File: src/rtl/eif_mon_pkg.sv
// Shared widths, rate FSM states and helpers for the EIF spike monitor.
package eif_mon_pkg;

    localparam int ISI_W      = 16;
    localparam int RATE_W     = 8;
    localparam int WIN_W      = 16;
    localparam int FIFO_DEPTH = 4;

    typedef enum logic [0:0] {
        ST_IDLE,
        ST_COUNT
    } rate_st_e;

    function automatic logic [31:0] sat_inc(
        input logic [31:0] v,
        input logic [31:0] maxv
    );
        return (v >= maxv) ? maxv : v + 32'd1;
    endfunction

endpackage

File: src/rtl/eif_isi_if.sv
// ISI stream handshake: head value, non-empty flag and consumer accept.
interface eif_isi_if
    import eif_mon_pkg::*;
#(
    parameter int W = ISI_W
);

    logic [W-1:0] isi_data;
    logic         isi_valid;
    logic         isi_ready;

    modport master (
        output isi_data,
        output isi_valid,
        input  isi_ready
    );

    modport slave (
        input  isi_data,
        input  isi_valid,
        output isi_ready
    );

endinterface

File: src/rtl/eif_isi_fifo.sv
// First-word-fall-through FIFO for ISI values; reports pushes lost to a full queue.
module eif_isi_fifo #(
    parameter int W     = 16,
    parameter int DEPTH = 4
) (
    input  logic         clk,
    input  logic         rst,
    input  logic         push_i,
    input  logic [W-1:0] data_i,
    input  logic         pop_i,
    output logic [W-1:0] data_o,
    output logic         empty_o,
    output logic         drop_o
);

    localparam int AW = $clog2(DEPTH);

    logic [W-1:0] mem_q [DEPTH];
    logic [AW:0]  wptr_q;
    logic [AW:0]  rptr_q;
    logic         full;
    logic         empty;
    logic         pop_ok;
    logic         push_ok;

    // Extra pointer bit separates full from empty when the indices match.
    assign full    = (wptr_q[AW] != rptr_q[AW]) &&
                     (wptr_q[AW-1:0] == rptr_q[AW-1:0]);
    assign empty   = (wptr_q == rptr_q);
    assign pop_ok  = pop_i & ~empty;
    assign push_ok = push_i & (~full | pop_ok);

    assign data_o  = mem_q[rptr_q[AW-1:0]];
    assign empty_o = empty;
    assign drop_o  = push_i & full & ~pop_ok;

    always_ff @(posedge clk) begin
        if (rst) begin
            wptr_q <= '0;
            rptr_q <= '0;
            for (int i = 0; i < DEPTH; i++) begin
                mem_q[i] <= '0;
            end
        end else begin
            if (push_ok) begin
                mem_q[wptr_q[AW-1:0]] <= data_i;
                wptr_q <= wptr_q + 1'b1;
            end
            if (pop_ok) begin
                rptr_q <= rptr_q + 1'b1;
            end
        end
    end

endmodule

File: src/rtl/eif_spike_monitor.sv
// Spike edge detector, inter-spike-interval queue and windowed firing-rate counter.
module eif_spike_monitor
    import eif_mon_pkg::*;
#(
    parameter int ISI_W      = eif_mon_pkg::ISI_W,
    parameter int RATE_W     = eif_mon_pkg::RATE_W,
    parameter int WIN_W      = eif_mon_pkg::WIN_W,
    parameter int FIFO_DEPTH = eif_mon_pkg::FIFO_DEPTH
) (
    input  logic              clk,
    input  logic              rst,
    input  logic              spike_in,
    input  logic [WIN_W-1:0]  win_len,
    input  logic              clear_ovf,
    eif_isi_if.master         isi,
    output logic [RATE_W-1:0] rate,
    output logic              rate_valid,
    output logic              overflow
);

    localparam logic [ISI_W-1:0]  ISI_MAX  = '1;
    localparam logic [RATE_W-1:0] RATE_MAX = '1;

    logic              spike_d_q;
    logic              primed_q;
    logic [ISI_W-1:0]  isi_cnt_q;
    logic [ISI_W-1:0]  isi_cnt_d;
    logic              overflow_q;
    logic              overflow_d;
    rate_st_e          st_q;
    rate_st_e          st_d;
    logic [WIN_W-1:0]  win_lat_q;
    logic [WIN_W-1:0]  win_lat_d;
    logic [WIN_W-1:0]  win_cnt_q;
    logic [WIN_W-1:0]  win_cnt_d;
    logic [RATE_W-1:0] spk_cnt_q;
    logic [RATE_W-1:0] spk_cnt_d;
    logic [RATE_W-1:0] spk_inc;
    logic [RATE_W-1:0] rate_q;
    logic [RATE_W-1:0] rate_d;
    logic              rate_valid_q;
    logic              rate_valid_d;
    logic              spk_edge;
    logic              isi_push;
    logic              isi_pop;
    logic              fifo_empty;
    logic              fifo_drop;
    logic [ISI_W-1:0]  fifo_data;

    assign spk_edge  = spike_in & ~spike_d_q;
    assign isi_push  = spk_edge & primed_q;
    assign isi_pop   = isi.isi_ready & ~fifo_empty;
    assign isi_cnt_d = spk_edge ? ISI_W'(1) :
                       ISI_W'(sat_inc(32'(isi_cnt_q), 32'(ISI_MAX)));

    // A drop in the same cycle as a clear leaves the flag set.
    assign overflow_d = fifo_drop ? 1'b1 :
                        (clear_ovf ? 1'b0 : overflow_q);

    eif_isi_fifo #(
        .W     (ISI_W),
        .DEPTH (FIFO_DEPTH)
    ) u_fifo (
        .clk     (clk),
        .rst     (rst),
        .push_i  (isi_push),
        .data_i  (isi_cnt_q),
        .pop_i   (isi_pop),
        .data_o  (fifo_data),
        .empty_o (fifo_empty),
        .drop_o  (fifo_drop)
    );

    assign isi.isi_data  = fifo_data;
    assign isi.isi_valid = ~fifo_empty;

    assign spk_inc = spk_edge ?
                     RATE_W'(sat_inc(32'(spk_cnt_q), 32'(RATE_MAX))) :
                     spk_cnt_q;

    always_comb begin
        st_d         = st_q;
        win_lat_d    = win_lat_q;
        win_cnt_d    = win_cnt_q;
        spk_cnt_d    = spk_cnt_q;
        rate_d       = rate_q;
        rate_valid_d = 1'b0;
        unique case (st_q)
            ST_IDLE: begin
                win_cnt_d = '0;
                spk_cnt_d = '0;
                if (win_len != '0) begin
                    st_d      = ST_COUNT;
                    win_lat_d = win_len;
                end
            end
            ST_COUNT: begin
                // New window length is only sampled at a window boundary.
                if (win_cnt_q == win_lat_q - WIN_W'(1)) begin
                    rate_d       = spk_inc;
                    rate_valid_d = 1'b1;
                    win_cnt_d    = '0;
                    spk_cnt_d    = '0;
                    win_lat_d    = win_len;
                    if (win_len == '0) begin
                        st_d = ST_IDLE;
                    end
                end else begin
                    win_cnt_d = win_cnt_q + WIN_W'(1);
                    spk_cnt_d = spk_inc;
                end
            end
            default: st_d = ST_IDLE;
        endcase
    end

    always_ff @(posedge clk) begin
        if (rst) begin
            spike_d_q    <= 1'b0;
            primed_q     <= 1'b0;
            isi_cnt_q    <= '0;
            overflow_q   <= 1'b0;
            st_q         <= ST_IDLE;
            win_lat_q    <= '0;
            win_cnt_q    <= '0;
            spk_cnt_q    <= '0;
            rate_q       <= '0;
            rate_valid_q <= 1'b0;
        end else begin
            spike_d_q    <= spike_in;
            primed_q     <= primed_q | spk_edge;
            isi_cnt_q    <= isi_cnt_d;
            overflow_q   <= overflow_d;
            st_q         <= st_d;
            win_lat_q    <= win_lat_d;
            win_cnt_q    <= win_cnt_d;
            spk_cnt_q    <= spk_cnt_d;
            rate_q       <= rate_d;
            rate_valid_q <= rate_valid_d;
        end
    end

    assign rate       = rate_q;
    assign rate_valid = rate_valid_q;
    assign overflow   = overflow_q;

endmodule

File: src/flat_wrapper.sv
// flat-port wrapper written by rule: the top's interface ports become plain ports
module eif_spike_monitor_flat import eif_mon_pkg::*;
#(
    parameter int ISI_W      = eif_mon_pkg::ISI_W,
    parameter int RATE_W     = eif_mon_pkg::RATE_W,
    parameter int WIN_W      = eif_mon_pkg::WIN_W,
    parameter int FIFO_DEPTH = eif_mon_pkg::FIFO_DEPTH
)
  (clk, rst, spike_in, win_len, clear_ovf, rate, rate_valid, overflow, isi_isi_data, isi_isi_valid, isi_isi_ready);
  eif_isi_if #(.W(ISI_W)) isi_i ();
  input  logic clk;
  input  logic rst;
  input  logic spike_in;
  input  logic [WIN_W-1:0] win_len;
  input  logic clear_ovf;
  output logic [RATE_W-1:0] rate;
  output logic rate_valid;
  output logic overflow;
  output wire logic [$bits(isi_i.isi_data)-1:0] isi_isi_data;
  output wire logic [$bits(isi_i.isi_valid)-1:0] isi_isi_valid;
  input wire logic [$bits(isi_i.isi_ready)-1:0] isi_isi_ready;
  assign isi_isi_data = isi_i.isi_data;
  assign isi_isi_valid = isi_i.isi_valid;
  assign isi_i.isi_ready = isi_isi_ready;
  eif_spike_monitor #(.ISI_W(ISI_W), .RATE_W(RATE_W), .WIN_W(WIN_W), .FIFO_DEPTH(FIFO_DEPTH)) u_core (.clk(clk), .rst(rst), .spike_in(spike_in), .win_len(win_len), .clear_ovf(clear_ovf), .isi(isi_i), .rate(rate), .rate_valid(rate_valid), .overflow(overflow));
endmodule
File: config.mk
export PLATFORM = sky130hd
export DESIGN_NAME = eif_spike_monitor_flat
export DESIGN_NICKNAME = d
export VERILOG_FILES = /design/src/rtl/eif_mon_pkg.sv /design/src/rtl/eif_isi_if.sv /design/src/rtl/eif_isi_fifo.sv /design/src/rtl/eif_spike_monitor.sv /design/src/flat_wrapper.sv
export SDC_FILE = /design/constraint.sdc
export NUM_CORES = 1
export LEC_CHECK = 0
export CAP_MARGIN = 20
export CORE_MARGIN = 2
export CORE_UTILIZATION = 55
export CTS_CLUSTER_SIZE = 28
export DETAILED_ROUTE_END_ITERATION = 7
export HOLD_SLACK_MARGIN = 0.03
export PLACE_DENSITY = 0.73
export SLEW_MARGIN = 5
export SYNTH_ARGS = -nofsm -noshare
export SYNTH_HDL_FRONTEND = slang
export SYNTH_HIERARCHICAL = 1
export SYNTH_SLANG_ARGS = --single-unit
File: constraint.sdc
create_clock -name clk -period 6.7 [get_ports clk]
set_clock_uncertainty 0.2 [all_clocks]
set_input_delay 0.67 -clock clk [delete_from_list [all_inputs] [get_ports clk]]
set_output_delay 0.67 -clock clk [all_outputs]
set_load 0.03 [all_outputs]
==> summary.md <==
| Metric | Value |
|---|---|
| Std cell rows | `41` |
| Layout cell share with drive strength beyond 1 | `between 10% and 20%` |
| Ys Warns | `6` |
| Post-CTS Setup Inserts | `0` |
| Grt ovf | `0` |
| Main synth FF type | `dfxtp_1` |
| CTS sink cnt | `around 140` |
| Crit path max-delay cell type | `a2111oi_4` |
| Final Hold Fails | `0` |
| CTS H-tree depth | `4` |
| Port-buffer cells | `47` |
| I/O pin cnt | `48` |
| Pwr dens | `between 200 and 250 mW/mm^2` |
| Tcrit/Tclk final | `60.8%` |
| Most frequent cells in the layout | `nor3_1 (90), dfxtp_1 (77), edfxtp_1 (64)` |
| Most common cell after layout, fill and taps aside | `nor3_1` |
| CTS tree | `yes` |
| Post-synth top area share | `approximately 27%` |
| DRC violations left | `0` |
| Setup TNS | `0 ns` |
| Synth Area per Inst | `10.4 sq um` |
| Vias in the first global route | `about 5200` |
| Max Slew Vio Count | `0` |
| Final setup violation count | `0` |
| Peak VDD IR | `between 150 and 200 uV` |
| Largest net degree at the start of global routing | `68` |
| Die Height | `around 120 microns` |
| Net Count, Synth | `about 710` |
| CP max stage delay | `0.93 ns` |
| CTS root buffer | `clkbuf_16` |
| Pre-Repair DR Iteration Count | `5` |
| Seq/Total Area, Yosys | `between 40% and 50%` |
| WP data arrival | `around 4.2 ns` |
| Synth async-reset ratio | `0%` |
| Clock Path Buffers | `2` |
| Worst Path Max Fanout | `34` |
| Lkg Pwr | `between 2 and 3 nW` |
| WP buf/inv | `1` |
| Post-layout util | `64.3%` |
| Critical path required time | `a little under 7 ns` |
| Cell taking the most area after synthesis | `edfxtp_1` |
| Final hold slack | `approximately 0.29 ns` |
| Wirelength per Cell | `between 15 and 20 microns` |
| Max Cap Viol | `0` |
| Vias/cell | `roughly 6.1` |
| Crit Path Class | `reg2reg` |
| First-pass GRT wire length | `between 20000 and 30000 microns` |
| Vias | `~5400` |
| Max-slew headroom | `34.2%` |
| Setup crit start kind | `flop` |
| Crit. End Element | `flop` |
| Crit-path cells | `nor4_1 -> nand2_1 -> or4_4 -> a2111oi_4 -> and3_1 -> buf_4 -> a311o_1` |
| Top post-synthesis cells by area | `edfxtp_1 (27%), dfxtp_1 (22%), nor3_1 (6.3%)` |
| EDFF count, synth | `64` |
| Die Width | `around 120 microns` |
| Number of library cell types mapped by synthesis | `60` |
| Nets | `732` |
| CP delay by family, top | `simple AND/OR/NAND/NOR gates` |
| Area grow syn2layout | `14.2%` |
| Hold crit path type | `reg2reg` |
| Post-layout instance area | `about 0.0081 sq mm` |
| Initial drt markers | `366` |
| Status | `finished, final reports clean` |
| RSZ-0062 raised after global routing | `false` |
| Clock transition at the registers of the reported paths | `approximately 0.060 ns` |
| Worst skew pair latency | `around 0.42 ns` |
| Routed WL | `between 15000 and 20000 microns` |
| CTS Buf Count | `17` |
| Hold Buf Count CTS | `0` |
| Final min period | `4.07 ns` |
| Synthesized cell area | `slightly above 0.007 sq mm` |
| FMAX | `245 MHz` |
| Die ar. | `0.0138 sq mm` |
| Register bit total from synthesis | `around 140` |
| Register area | `approximately 0.0035 sq mm` |
| Detailed placer's ending HPWL | `between 10000 and 15000 microns` |
| Starting Density | `56.3%` |
| Post_cts resized | `0` |
| Fillers | `1044` |
| Overall routing resource usage | `~23%` |
| Area of the multi-input gates | `~0.0033 sq mm` |
| Slew @ Worst Pin | `0.988 ns` |
| Placed inst area | `0.00756 sq mm` |
| Core Box Area | `approximately 0.013 sq mm` |
| Post-synthesis cell count | `roughly 680` |
| Last weighted congestion value of the routability-driven placer | `roughly 0.85` |
| ANT nets after route | `0` |
| ANT cells | `0` |
| Initial antenna violation count | `0` |
state kept, by name, summed over array words and instances (netlist names), named ones only:
name	flops
u_core/st_q	1
u_core/win_cnt_q	16
u_core/u_fifo/wptr_q	3
u_core/spike_d_q	1
u_core/u_fifo/rptr_q	3
u_core/u_fifo/mem_q	64
u_core/win_lat_q	16
u_core/primed_q	1
u_core/isi_cnt_q	16
u_core/overflow	1
u_core/spk_cnt_q	8
u_core/rate	8
u_core/rate_valid	1
kinds of logic after synthesis:
| family | Yosys count | synth area share, % |
|---|---|---|
| fa+ha+maj | 6 | 1.06 |
| compound gates | 103 | 11.0 |
| xor+xnor | 54 | 6.76 |
| buf+inv | 81 | 5.37 |
| mux | 31 | 7.36 |
| flops | 141 | 48.8 |
| simple gates | 268 | 19.7 |
worst register-to-register path: cells and delay by family (launching register included):
family / cells / cell delay [ns]
buffers and inverters: 1 / 0.41
DFF: 1 / 0.37
AOI/OAI and AO/OA: 2 / 1.16
and+or+nand+nor: 4 / 1.88
power by group:
part	leakage [nW]	internal, mW	switching (mW)	total (mW)
sequential	1.29	0.924	0.0266	0.951
combinational	1.20	0.0891	0.135	0.224
clock	0.240	0.467	0.343	0.810
total	2.73	1.48	0.505	1.99
metal layers:
layer  part of all wire [%]  vias up  GRT usage (%)
met3                    5.5       30           6.20
met1                     41     2630           28.1
li1                       -     2568              -
met4                    2.3        0           9.71
met5                      0        -              0
met2                     51      161           37.5
cell usage after synthesis (4+ instances only):
master     n
a21oi_1   33
a311o_1   16
a311oi_1   4
a31oi_1   18
and2_1     4
and3_1     9
and4_1     4
buf_1      5
buf_2     11
buf_6      7
clkbuf_1  28
dfxtp_1   77
edfxtp_1  64
ha_1       6
inv_1     27
mux2_2     9
mux2i_1    5
mux4_2    16
nand2_1   37
nand2b_1   8
nand3_1   17
nand4_1    8
nor2_1    47
nor2b_1   15
nor3_1    90
nor4_1     8
o21ai_0    4
o31ai_1    5
or4_1      4
xnor2_1   25
xor2_1    28
layout make-up:
type,instances,share of cell area [%]
clock buffers,20,5.38
flip-flops and latches,141,42.7
repair buffers,56,6.91
inverters,27,1.25
clock inverters,12,0.910
multi-input cells,462,40.2
well taps,172,2.65
metrics by stage:
stage / std cells / setup WS (ns) / total power, mW
final: 890 / 2.63 / 1.99
after global routing: 890 / 2.40 / 2.06
after CTS: 888 / 2.70 / 2.00
after detailed placement: 856 / 2.68 / 1.19
after global placement: 856 / 2.78 / 1.18
after floorplan: 684 / 3.39 / 1.12
path summary, 6_finish.rpt:
| path | start | endpoint | slack [ns] | cells past startpoint |
|---|---|---|---|---|
| worst max register to register | u_core/win_lat_q[7] | u_core/win_lat_q[2] | 2.63 | 7 |
| worst min-delay path | u_core/overflow | u_core/overflow | 0.29 | 2 |
| worst min register to register | u_core/overflow | u_core/overflow | 0.29 | 2 |
| worst max-delay path | u_core/win_lat_q[7] | u_core/win_lat_q[2] | 2.63 | 7 |
(Power assumes the default switching activity.)
